[config.mk]
export PLATFORM = sky130hd
export DESIGN_NAME = ibex_register_file_fp_sb_flat
export DESIGN_NICKNAME = d
export VERILOG_FILES = /design/src/rtl/ibex_register_file_fp_sb_pkg.sv /design/src/rtl/ibex_register_file_fp_sb_if.sv /design/src/rtl/ibex_register_file_fp_sb_scoreboard.sv /design/src/rtl/ibex_register_file_fp_sb.sv /design/src/flat_wrapper.sv
export SDC_FILE = /design/constraint.sdc
export NUM_CORES = 1
export LEC_CHECK = 0
export BUFFER_PORTS_ARGS = -buffer_cell sky130_fd_sc_hd__clkbuf_2
export CAP_MARGIN = 25
export CELL_PAD_IN_SITES_DETAIL_PLACEMENT = 0
export CELL_PAD_IN_SITES_GLOBAL_PLACEMENT = 1
export CORE_MARGIN = 1
export CORE_UTILIZATION = 50
export CTS_CLUSTER_SIZE = 16
export DETAILED_ROUTE_END_ITERATION = 8
export PLACE_DENSITY = 0.83
export RECOVER_POWER = 100
export SYNTH_ARGS = -nofsm -noshare
export SYNTH_HDL_FRONTEND = slang
export SYNTH_SLANG_ARGS = --single-unit
[constraint.sdc]
create_clock -name clk_i -period 5.1 [get_ports clk_i]
set_input_delay 0.765 -clock clk_i [delete_from_list [all_inputs] [get_ports clk_i]]
set_output_delay 0.765 -clock clk_i [all_outputs]
set_load 0.005 [all_outputs]
[src/rtl/ibex_register_file_fp_sb_pkg.sv]
// Shared types and sizing helpers for the FP register file and its scoreboard.
package ibex_fp_pkg;

    // Architectural upper bound on FP registers (full RV32F register space).
    localparam int NumFpRegs = 32;

    // Full-width FP register address as seen on the external buses.
    typedef logic [4:0] fp_reg_addr_t;

    // Number of address bits actually decoded: the E variant halves the file.
    function automatic int addr_width(input bit rv32e);
        return rv32e ? 4 : 5;
    endfunction

    // Number of physically implemented registers for a given variant.
    function automatic int num_regs(input bit rv32e);
        return 32'(1) << addr_width(rv32e);
    endfunction

endpackage

[src/rtl/ibex_register_file_fp_sb_if.sv]
// Issue and writeback channel between the FPU and the FP register file.
interface ibex_register_file_fp_sb_if #(
    parameter int DataWidth = 16
);
    logic                       issue_valid_i;
    ibex_fp_pkg::fp_reg_addr_t  issue_rd_i;
    logic                       wb_valid_i;
    ibex_fp_pkg::fp_reg_addr_t  wb_rd_i;
    logic [DataWidth-1:0]       wb_data_i;
    logic                       wb_ready_o;

    // FPU / issue side
    modport master (
        output issue_valid_i, issue_rd_i, wb_valid_i, wb_rd_i, wb_data_i,
        input  wb_ready_o
    );

    // Register file side
    modport slave (
        input  issue_valid_i, issue_rd_i, wb_valid_i, wb_rd_i, wb_data_i,
        output wb_ready_o
    );
endinterface

[src/rtl/ibex_register_file_fp_sb_scoreboard.sv]
// Pending-destination tracker: one bit per register plus sticky protocol error.
module ibex_fp_scoreboard
    import ibex_fp_pkg::*;
#(
    parameter bit RV32E      = 1'b0,
    parameter bit ZeroReg    = 1'b0,
    parameter int NumRdPorts = 3
) (
    input  logic                    clk_i,
    input  logic                    rst_i,
    input  logic                    issue_i,      // effective issue (reg 0 already filtered)
    input  fp_reg_addr_t            issue_rd_i,
    input  logic                    wb_i,         // effective committed writeback
    input  fp_reg_addr_t            wb_rd_i,
    input  logic                    wea_i,        // effective port-A write
    input  fp_reg_addr_t            wea_addr_i,
    input  logic [NumRdPorts*5-1:0] raddr_i,
    output logic [NumRdPorts-1:0]   busy_o,
    output logic                    err_o
);
    localparam int AW = addr_width(RV32E);
    localparam int NR = num_regs(RV32E);

    logic [AW-1:0] is_idx, wb_idx, wa_idx;
    logic [NR-1:0] pend_q, pend_d;
    // Registers that may still receive a writeback from an op issued before reset.
    logic [NR-1:0] stale_q, stale_d;
    logic          err_q, err_d;

    assign is_idx = issue_rd_i[AW-1:0];
    assign wb_idx = wb_rd_i[AW-1:0];
    assign wa_idx = wea_addr_i[AW-1:0];

    // Next-state: writeback clears, issue sets afterwards so a same-cycle issue wins.
    always_comb begin
        pend_d  = pend_q;
        stale_d = stale_q;
        if (wb_i) begin
            pend_d[wb_idx]  = 1'b0;
            stale_d[wb_idx] = 1'b0;
        end
        if (issue_i) begin
            pend_d[is_idx]  = 1'b1;
            stale_d[is_idx] = 1'b0;
        end
        err_d = err_q
              | (issue_i && pend_q[is_idx])
              | (wb_i && !pend_q[wb_idx] && !stale_q[wb_idx])
              | (wea_i && pend_q[wa_idx]);
    end

    // State registers; reset forgets in-flight ops but tolerates their writebacks.
    always_ff @(posedge clk_i) begin
        if (rst_i) begin
            pend_q  <= '0;
            stale_q <= '1;
            err_q   <= 1'b0;
        end else begin
            pend_q  <= pend_d;
            stale_q <= stale_d;
            err_q   <= err_d;
        end
    end

    assign err_o = err_q;

    for (genvar gi = 0; gi < NumRdPorts; gi++) begin : g_busy
        logic [AW-1:0] ra;
        assign ra = raddr_i[5*gi +: AW];
        // Busy query per read port; register 0 is never busy when hardwired.
        always_comb begin
            busy_o[gi] = pend_q[ra];
            if (ZeroReg && (ra == '0)) busy_o[gi] = 1'b0;
        end
    end
endmodule

[src/rtl/ibex_register_file_fp_sb.sv]
// FP register file with immediate and handshaked writeback ports and a scoreboard.
module ibex_register_file_fp_sb
    import ibex_fp_pkg::*;
#(
    parameter bit                RV32E       = 1'b0,
    parameter int                DataWidth   = 16,
    parameter int                NumRdPorts  = 3,
    parameter bit                ZeroReg     = 1'b0,
    parameter bit                Bypass      = 1'b1,
    parameter logic [DataWidth-1:0] WordZeroVal = '0
) (
    input  logic                            clk_i,
    input  logic                            rst_i,
    input  logic [NumRdPorts*5-1:0]         fp_raddr_i,
    output logic [NumRdPorts*DataWidth-1:0] fp_rdata_o,
    output logic [NumRdPorts-1:0]           fp_rbusy_o,
    input  fp_reg_addr_t                    fp_waddr_a_i,
    input  logic [DataWidth-1:0]            fp_wdata_a_i,
    input  logic                            fp_we_a_i,
    ibex_register_file_fp_sb_if.slave       fpu_if,
    output logic                            err_o
);
    localparam int AW = addr_width(RV32E);
    localparam int NR = num_regs(RV32E);
    typedef logic [AW-1:0] idx_t;

    logic [DataWidth-1:0] mem_q [NR];

    idx_t                 waddr_a, wb_idx, issue_idx, commit_addr;
    logic                 we_a_eff, wb_commit, wb_eff, issue_eff, commit_en;
    logic [DataWidth-1:0] commit_data;

    assign waddr_a   = fp_waddr_a_i[AW-1:0];
    assign wb_idx    = fpu_if.wb_rd_i[AW-1:0];
    assign issue_idx = fpu_if.issue_rd_i[AW-1:0];

    // A write to a hardwired f0 is not effective and so does not steal the write slot.
    assign we_a_eff  = fp_we_a_i && !(ZeroReg && (waddr_a == '0));
    assign fpu_if.wb_ready_o = !we_a_eff;
    assign wb_commit = fpu_if.wb_valid_i && !we_a_eff;
    assign wb_eff    = wb_commit && !(ZeroReg && (wb_idx == '0));
    assign issue_eff = fpu_if.issue_valid_i && !(ZeroReg && (issue_idx == '0));

    // Single physical write per cycle: port A first, otherwise the accepted writeback.
    always_comb begin
        commit_en   = we_a_eff || wb_eff;
        commit_addr = wb_idx;
        commit_data = fpu_if.wb_data_i;
        if (we_a_eff) begin
            commit_addr = waddr_a;
            commit_data = fp_wdata_a_i;
        end
    end

    // Register storage with reset to the configured word value.
    always_ff @(posedge clk_i) begin
        if (rst_i) begin
            for (int r = 0; r < NR; r++) mem_q[r] <= WordZeroVal;
        end else if (commit_en) begin
            mem_q[commit_addr] <= commit_data;
        end
    end

    for (genvar gi = 0; gi < NumRdPorts; gi++) begin : g_rd
        idx_t                 ra;
        logic [DataWidth-1:0] rd;
        assign ra = fp_raddr_i[5*gi +: AW];
        // Combinational read with optional forwarding of this cycle's write.
        always_comb begin
            rd = mem_q[ra];
            if (Bypass && commit_en && (commit_addr == ra)) rd = commit_data;
            if (ZeroReg && (ra == '0)) rd = '0;
        end
        assign fp_rdata_o[DataWidth*gi +: DataWidth] = rd;
    end

    ibex_fp_scoreboard #(
        .RV32E      (RV32E),
        .ZeroReg    (ZeroReg),
        .NumRdPorts (NumRdPorts)
    ) u_sb (
        .clk_i      (clk_i),
        .rst_i      (rst_i),
        .issue_i    (issue_eff),
        .issue_rd_i (fpu_if.issue_rd_i),
        .wb_i       (wb_eff),
        .wb_rd_i    (fpu_if.wb_rd_i),
        .wea_i      (we_a_eff),
        .wea_addr_i (fp_waddr_a_i),
        .raddr_i    (fp_raddr_i),
        .busy_o     (fp_rbusy_o),
        .err_o      (err_o)
    );
endmodule

[src/flat_wrapper.sv]
// flat-port wrapper written by rule: the top's interface ports become plain ports
module ibex_register_file_fp_sb_flat import ibex_fp_pkg::*;
#(
    parameter bit                RV32E       = 1'b0,
    parameter int                DataWidth   = 16,
    parameter int                NumRdPorts  = 3,
    parameter bit                ZeroReg     = 1'b0,
    parameter bit                Bypass      = 1'b1,
    parameter logic [DataWidth-1:0] WordZeroVal = '0
)
  (clk_i, rst_i, fp_raddr_i, fp_rdata_o, fp_rbusy_o, fp_waddr_a_i, fp_wdata_a_i, fp_we_a_i, err_o, fpu_if_issue_valid_i, fpu_if_issue_rd_i, fpu_if_wb_valid_i, fpu_if_wb_rd_i, fpu_if_wb_data_i, fpu_if_wb_ready_o);
  ibex_register_file_fp_sb_if #(.DataWidth(DataWidth)) fpu_if_i ();
  input  logic clk_i;
  input  logic rst_i;
  input  logic [NumRdPorts*5-1:0] fp_raddr_i;
  output logic [NumRdPorts*DataWidth-1:0] fp_rdata_o;
  output logic [NumRdPorts-1:0] fp_rbusy_o;
  input  fp_reg_addr_t fp_waddr_a_i;
  input  logic [DataWidth-1:0] fp_wdata_a_i;
  input  logic fp_we_a_i;
  output logic err_o;
  input wire logic [$bits(fpu_if_i.issue_valid_i)-1:0] fpu_if_issue_valid_i;
  input wire logic [$bits(fpu_if_i.issue_rd_i)-1:0] fpu_if_issue_rd_i;
  input wire logic [$bits(fpu_if_i.wb_valid_i)-1:0] fpu_if_wb_valid_i;
  input wire logic [$bits(fpu_if_i.wb_rd_i)-1:0] fpu_if_wb_rd_i;
  input wire logic [$bits(fpu_if_i.wb_data_i)-1:0] fpu_if_wb_data_i;
  output wire logic [$bits(fpu_if_i.wb_ready_o)-1:0] fpu_if_wb_ready_o;
  assign fpu_if_i.issue_valid_i = fpu_if_issue_valid_i;
  assign fpu_if_i.issue_rd_i = fpu_if_issue_rd_i;
  assign fpu_if_i.wb_valid_i = fpu_if_wb_valid_i;
  assign fpu_if_i.wb_rd_i = fpu_if_wb_rd_i;
  assign fpu_if_i.wb_data_i = fpu_if_wb_data_i;
  assign fpu_if_wb_ready_o = fpu_if_i.wb_ready_o;
  ibex_register_file_fp_sb #(.RV32E(RV32E), .DataWidth(DataWidth), .NumRdPorts(NumRdPorts), .ZeroReg(ZeroReg), .Bypass(Bypass), .WordZeroVal(WordZeroVal)) u_core (.clk_i(clk_i), .rst_i(rst_i), .fp_raddr_i(fp_raddr_i), .fp_rdata_o(fp_rdata_o), .fp_rbusy_o(fp_rbusy_o), .fp_waddr_a_i(fp_waddr_a_i), .fp_wdata_a_i(fp_wdata_a_i), .fp_we_a_i(fp_we_a_i), .fpu_if(fpu_if_i), .err_o(err_o));
endmodule
== Word-level counts from Yosys, hierarchy flattened ==
Memory sizes are Yosys's and may differ from the RTL's.
Index checks and enable logic that the tools add are counted.
Word-level totals
  output and inout bits: 53
  word-level logic and storage cells: 74
  memory bits (writable): 512
  memories kept: 1
  flip-flop bits (word level): 65
  input bits: 67
Cells by class
  magnitude comparators: 8
  reduce and logical (&&, ||, !) cells: 15
  bitwise gates (word level): 9
  multiplexer cells: 35
  eq/ne operators: 3
Memories
  u_core.mem_q: depth 32, bits a word 16, read ports 3, clocked after Yosys merged registers in 0, write ports 32, RTL line ibex_register_file_fp_sb.sv:27  | logic [DataWidth-1:0] mem_q [NR];
Operators with widths (number)
  32-bit two-way mux: 4
  32-bit bitwise AND: 3
  16-bit two-way mux: 5
  32-bit NOT: 2
  5-bit by 6-bit less-than comparator with 1-bit output (second input constant): 6
  1-bit binary-select mux with 5-bit select: 7
  32-bit bitwise OR: 1
  16-bit OR reduction: 1
  5-bit equality test: 3
  1-bit two-way mux: 15
  1-bit demux with 5-bit select: 2
  5-bit by 1-bit >= comparator with 1-bit output (second input constant): 2
  1-bit logical AND: 10
  5-bit two-way mux: 2
  1-bit zero test: 3
  1-bit bitwise OR: 3
  1-bit logical OR: 1

== Logic depth before layout (Yosys ltp) ==
Gate-level depths: netlist of run 1.
  depth after elaboration: 9
  gate-level depth with buffers: 9
  gate-level depth less buffers: 6

== Modules after synthesis ==
A second synthesis of run 1 with hierarchy kept.
Unflattened totals
  cells, all modules: 2496
  area total of the unflattened synthesis: 35572.9 µm²
By module, submodules not included
  ibex_register_file_fp_sb: instances 1, cells an instance 2061, area an instance 31417.6 µm², seq. area each 15374.7 µm²
  ibex_fp_scoreboard: instances 1, cells an instance 435, area an instance 4155.2 µm², seq. area each 1301.2 µm²

== Worst setup path before layout of run 1 ==
Ideal clock, no wire load.
  path type: input port to output port
  from: input port fp_raddr_i[6]
  to: output port fp_rdata_o[26]
  buffers on the path: 2
  data arrival time: 2.611 ns
  slack: 1.724 ns
  cell stages on the path: 7
  data required time: 4.335 ns
  path through: clkbuf_1 > clkbuf_1 > mux4_2 > mux4_2 > mux2_2 > nand2_1 > o21ai_1
Between the ends
  word-level cells in the longest chain between the ends: 3
  elaborated cells between the ends (all ways): 4
  those cells by class: 1 x eq/ne; 1 x mux; 1 x reduce/logical; 1 x memory
RTL lines
  start: declaration: RTL line flat_wrapper.sv:15  | input logic [NumRdPorts*5-1:0] fp_raddr_i;
  parallel branches: the longest is 2 deep, another holds memory read 32 x 16 bit
  16-bit two-way mux (*): RTL line ibex_register_file_fp_sb.sv:71  | if (Bypass && commit_en && (commit_addr == ra)) rd = commit_data;
  end: declaration: RTL line flat_wrapper.sv:16  | output logic [NumRdPorts*DataWidth-1:0] fp_rdata_o;
Mark *: on every way between the ends.

==> metrics.cfg, run 1 <==
[outcome]
status = finished, violations left
violations = capacitance limit, slew limit

[floorplanning]
initial_core_util = 0.507
dieArea_um2 = 70900
die_y_um = 266
rows = 96
pin_count = 120
die_w_um = 266
core-area_um2 = 68800

[cts]
cts_resized = 0
htreeDepth = 3
clk_latency_ns = 0.62
root_buffer = clkbuf_16
numClockSinks = 577
numCtsBuffers = 69
cts_tree = yes
hold_buffers = 0
path_clk_slew_ns = 0.06
post_cts_buffers = 0
clockBufferDepth = 3

[pwr]
power_density_nw_per_um2 = 327
peakVddDrop_uv = 296
power.leakage_nw = 13.2
total_power_mw = 12.7

[synth]
synth_area_leaders = edfxtp_1 (44%), mux4_2 (34%), nor2_1 (5.7%), dfxtp_1 (3.7%), nand2_1 (1.8%)
synthFlopType = edfxtp_1
yosysMostFrequentCell = nor2_1
ys_async_sr_fraction = 0
yosysWarningCount = 0
synth_area_um2 = 34900
syn_inst = 2403
synth_edf_count = 512
synth_top_cell_by_area = edfxtp_1
ys_ff_latch = 577
synth_top_area_frac = 0.440
seq_area_frac_synth = 0.477
avgSynthCellArea_um2 = 14.5
ys_top_cells_by_count = nor2_1 (529), mux4_2 (523), edfxtp_1 (512), nand2_1 (168), clkbuf_1 (165)
synth_cell_type_count = 51
syn_nets = 2470

[critical_path]
slowest_delay_ns = 1.21
crit_type = in2reg
slowest_stage = nor3_1
cp.depth = 8
cp.arrival_ns = 5.04
crit_fanout = 11
worst-path-buf-inv = 2
critPathRequiredTime_ns = 5.32
startpoint_type = primary input
regToRegSetupSlack_ns = 3.05
crit_path_end_kind = register
critPathTopFamily = simple AND/OR/NAND/NOR gates
r2r_cells = 5
crit_chain = clkbuf_1 > nand2b_1 > nor2_1 > a21oi_1 > nor3_1 > nand2_1 > nand2b_1 > clkbuf_1

[final_layout]
utilization = 0.565
nets = 2541
drive_gt1_frac = 0.345
syn2layout_area_growth_pct = 11.4

[drt]
viasPerCell = 7.36
drt-total-wl_um = 121000
drt_first_iter_violations = 4754
wire_per_inst_um = 35.0
drt_drc_violations_left = 0
dr.pass1.iters = 7
ant_nets = 0
vias = 25490

[place]
routabilityCongestion = 0.924
port_buffers = 119
hpwl_um = 76900
dp_slack_ns = 0.942

[sta]
rsz0062_at_grt = no
period_minus_slack_ns = 4.82
clock_skew_ns = 0.0217
fin_setup_tns_ns = 0
min_period_over_period = 0.946
hold_violations = 0
fmax_mhz = 207
slew_headroom = -0.298
worst_pin_slew_ns = 1.95
maxSlewViolCount = 490
setup_viol = 0
setup_slack_ns = 0.278
holdWs_ns = 0.484

[min_path]
hold_path_class = reg2reg
hold_depth = 1

[run]
cap_violations = 26

[global_route]
grt_use_total = 0.348
antenna_found_initial = 1
grt_max_degree = 68
grt_pass1_vias = 25225
overflow = 0
grt_pass1_wl_um = 175000

final timing paths:
path                                         startpoint                 endpoint
worst min-delay path            u_core.u_sb.stale_q[17]  u_core.u_sb.stale_q[17]
worst min register to register  u_core.u_sb.stale_q[17]  u_core.u_sb.stale_q[17]
worst max-delay path                          fp_we_a_i     u_core.mem_q[21][11]
worst max register to register    u_core.u_sb.pend_q[1]        u_core.u_sb.err_o
state kept, by name, indices dropped and copies added (netlist names):
signal / flops
u_core.u_sb.err_o: 1
u_core.mem_q: 512
u_core.u_sb.pend_q: 32
u_core.u_sb.stale_q: 32
placed cells by master, fill, tap and decap left out, types with 11 or more instances in the layout:
cell type and count:
edfxtp_1 512, nor3b_1 13, buf_4 34, mux2_2 50
mux4_2 523, mux2i_1 48, dfxtp_1 65, nor2_1 529
clkbuf_16 72, clkinv_1 11, o21ai_1 17, clkbuf_2 92
a21oi_1 40, a31o_2 32, nand2_1 168, o21ai_0 19
nor3_1 16, clkinv_2 13, clkbuf_1 109, xnor2_1 12
nand2b_1 34, buf_12 15
layout make-up:
| class | count | area [µm²] |
|---|---|---|
| timing repair buffer | 250 | 1480 |
| antenna | 2 | 5.00 |
| clock inverter | 41 | 398 |
| tap | 931 | 1160 |
| clock buffer | 84 | 1900 |
| sequential | 577 | 16700 |
| multi-input combinational | 1572 | 17300 |
| inverter | 4 | 15.0 |
| fill | 5425 | 29900 |
report_power, final:
part           internal (mW)  leakage (nW)  switching, mW
Sequential              5.41          5.40          0.199
Combinational          0.967          6.66           1.13
Clock                   2.96          1.12           2.07
Total                   9.34          13.2           3.39
through the flow:
step,instance area [µm²],cells
2_1_floorplan,34900,2403
6_report,38900,3461
5_1_grt,38900,3459
4_1_cts,39400,3459
3_5_place_dp,37100,3334
3_3_place_gp,37000,3332
cell families (layout without fill, tap and decap cells):
kind of cell	Yosys count	in the layout	share of synthesized area
buffers and inverters	254	379	0.0307
AOI/OAI and AO/OA	136	136	0.0253
other	0	2	0
muxes	632	632	0.371
xor gates and xnor gates	16	16	0.00401
DFF	577	577	0.477
and+or+nand+nor	788	788	0.0920
layer usage:
layer	vias to the layer above	GRT usage	part of all wire
met1	12795	0.458	0.33
met5	-	0	0.00011
li1	9686	-	-
met4	2	0.173	0.063
met2	2569	0.510	0.44
met3	438	0.129	0.17
Power figures use the tool's default switching activity.
==> inputs of run 2 (changes only) <==
Settings changed: CTS_BUF_LIST set to sky130_fd_sc_hd__clkbuf_8 sky130_fd_sc_hd__clkbuf_16.
==> metrics.cfg, run 2 (synthesized netlist as in run 1, its figures left out) <==
[global_route]
grt_pass1_vias = 25204
grt_max_degree = 68
overflow = 0
grt_pass1_wl_um = 175000
grt_use_total = 0.348
antenna_found_initial = 1

[cts]
post_cts_buffers = 0
cts_resized = 0
cts_tree = yes
root_buffer = clkbuf_16
numCtsBuffers = 69
numClockSinks = 577
clockBufferDepth = 3
path_clk_slew_ns = 0.06
clk_latency_ns = 0.62
htreeDepth = 3
hold_buffers = 0

[place]
dp_slack_ns = 0.942
port_buffers = 119
hpwl_um = 76900
routabilityCongestion = 0.924

[sta]
holdWs_ns = 0.485
maxSlewViolCount = 465
rsz0062_at_grt = no
min_period_over_period = 0.915
period_minus_slack_ns = 4.67
slew_headroom = -0.232
fin_setup_tns_ns = 0
setup_viol = 0
fmax_mhz = 214
worst_pin_slew_ns = 1.85
setup_slack_ns = 0.432
hold_violations = 0
clock_skew_ns = 0.0212

[floorplanning]
pin_count = 120
dieArea_um2 = 70900
die_w_um = 266
die_y_um = 266
rows = 96
core-area_um2 = 68800
initial_core_util = 0.507

[critical_path]
critPathRequiredTime_ns = 5.31
startpoint_type = primary input
worst_r2r_endpoint = u_core.u_sb.err_o
crit_path_end_kind = register
regToRegSetupSlack_ns = 3.07
r2r_cells = 5
reg2reg_from = u_core.u_sb.pend_q[1]
crit_type = in2reg
crit_fanout = 35
cp.arrival_ns = 4.88

[outcome]
violations = capacitance limit, slew limit
status = finished, violations left

[min_path]
hold_path_end = u_core.u_sb.stale_q[4]
hold_depth = 1
hold_path_class = reg2reg
hp-start = u_core.u_sb.stale_q[4]

[drt]
ant_nets = 0
dr.pass1.iters = 6
vias = 25544
wire_per_inst_um = 35.1
viasPerCell = 7.38
drt_drc_violations_left = 0
drt-total-wl_um = 121000
drt_first_iter_violations = 4644

[pwr]
peakVddDrop_uv = 297
total_power_mw = 12.7
power.leakage_nw = 13.3
power_density_nw_per_um2 = 326

[final_layout]
top_register = u_core.mem_q
syn2layout_area_growth_pct = 11.7
utilization = 0.567
fill_cells = 5393
largest_reg_flops = 512
nets = 2541
final_common_cell = nor2_1
reg_top3 = u_core.mem_q x512, u_core.u_sb.pend_q x32, u_core.u_sb.stale_q x32
diodes = 0
layout_common_cells = nor2_1 (529), mux4_2 (523), edfxtp_1 (512), nand2_1 (168), clkbuf_2 (92)
drive_gt1_frac = 0.352

[run]
cap_violations = 26

## run 2: changes by cell type in the layout (fill, tap and decap cells not counted), moves of 2 or more
cell / previous run / this run
clkbuf_1: 109 / 88
o21ai_1: 17 / 23
mux2i_4: 8 / 15
o21ai_0: 19 / 13
mux2_2: 50 / 46
buf_4: 34 / 49
diode_2: 2 / 0
inv_1: 4 / 11
mux2i_1: 48 / 40
mux2_1: 1 / 5
## run 2: per-layer routing
layer,GRT usage,share of wire,up-vias
met1,0.459,0.33,12829
met4,0.173,0.061,2
met5,0,0.00011,-
li1,-,-,9691
met2,0.509,0.44,2595
met3,0.129,0.17,427
## run 2: final cells by class
type	count	area, µm²	area share
multi-input combinational	1572	17400	0.445
tap	931	1160	0.0298
sequential	577	16700	0.427
clock buffer	77	1870	0.0479
clock inverter	48	424	0.0109
inverter	4	15.0	0.000385
timing repair buffer	250	1530	0.0392
## run 2: critical path, cell delays in order
cell and delay (ns):
clkbuf_1 0.70, nor3_1 1.45, nand2_1 0.35, nand2b_1 0.49, clkbuf_1 1.09
## run 2: how the worst max path moves through the flow
stage / startpoint / to / slack [ns] / cells past startpoint
finish: rst_i / u_core.mem_q[17][4] / 0.43 / 5
floorplan: fp_raddr_i[6] / fp_rdata_o[26] / 1.72 / 7
global placement: fp_raddr_i[0] / fp_rdata_o[1] / 0.94 / 8
CTS: fp_raddr_i[0] / fp_rdata_o[1] / 0.93 / 8
detailed placement: fp_raddr_i[0] / fp_rdata_o[1] / 0.94 / 8
global route: fp_raddr_i[0] / fp_rdata_o[2] / 0.40 / 8
## run 2: per-stage QoR
| step | instance area [µm²] | instances |
|---|---|---|
| floorplan | 34900 | 2403 |
| global placement | 37000 | 3332 |
| detailed placement | 37100 | 3334 |
| CTS | 39400 | 3459 |
| global route | 39000 | 3459 |
| finish | 39000 | 3459 |
## run 2: power by group
part           internal [mW]  switching, mW  total, mW
Sequential              5.41          0.200       5.61
Clock                   2.95           2.07       5.02
Combinational          0.979           1.14       2.11
Total                   9.33           3.41       12.7
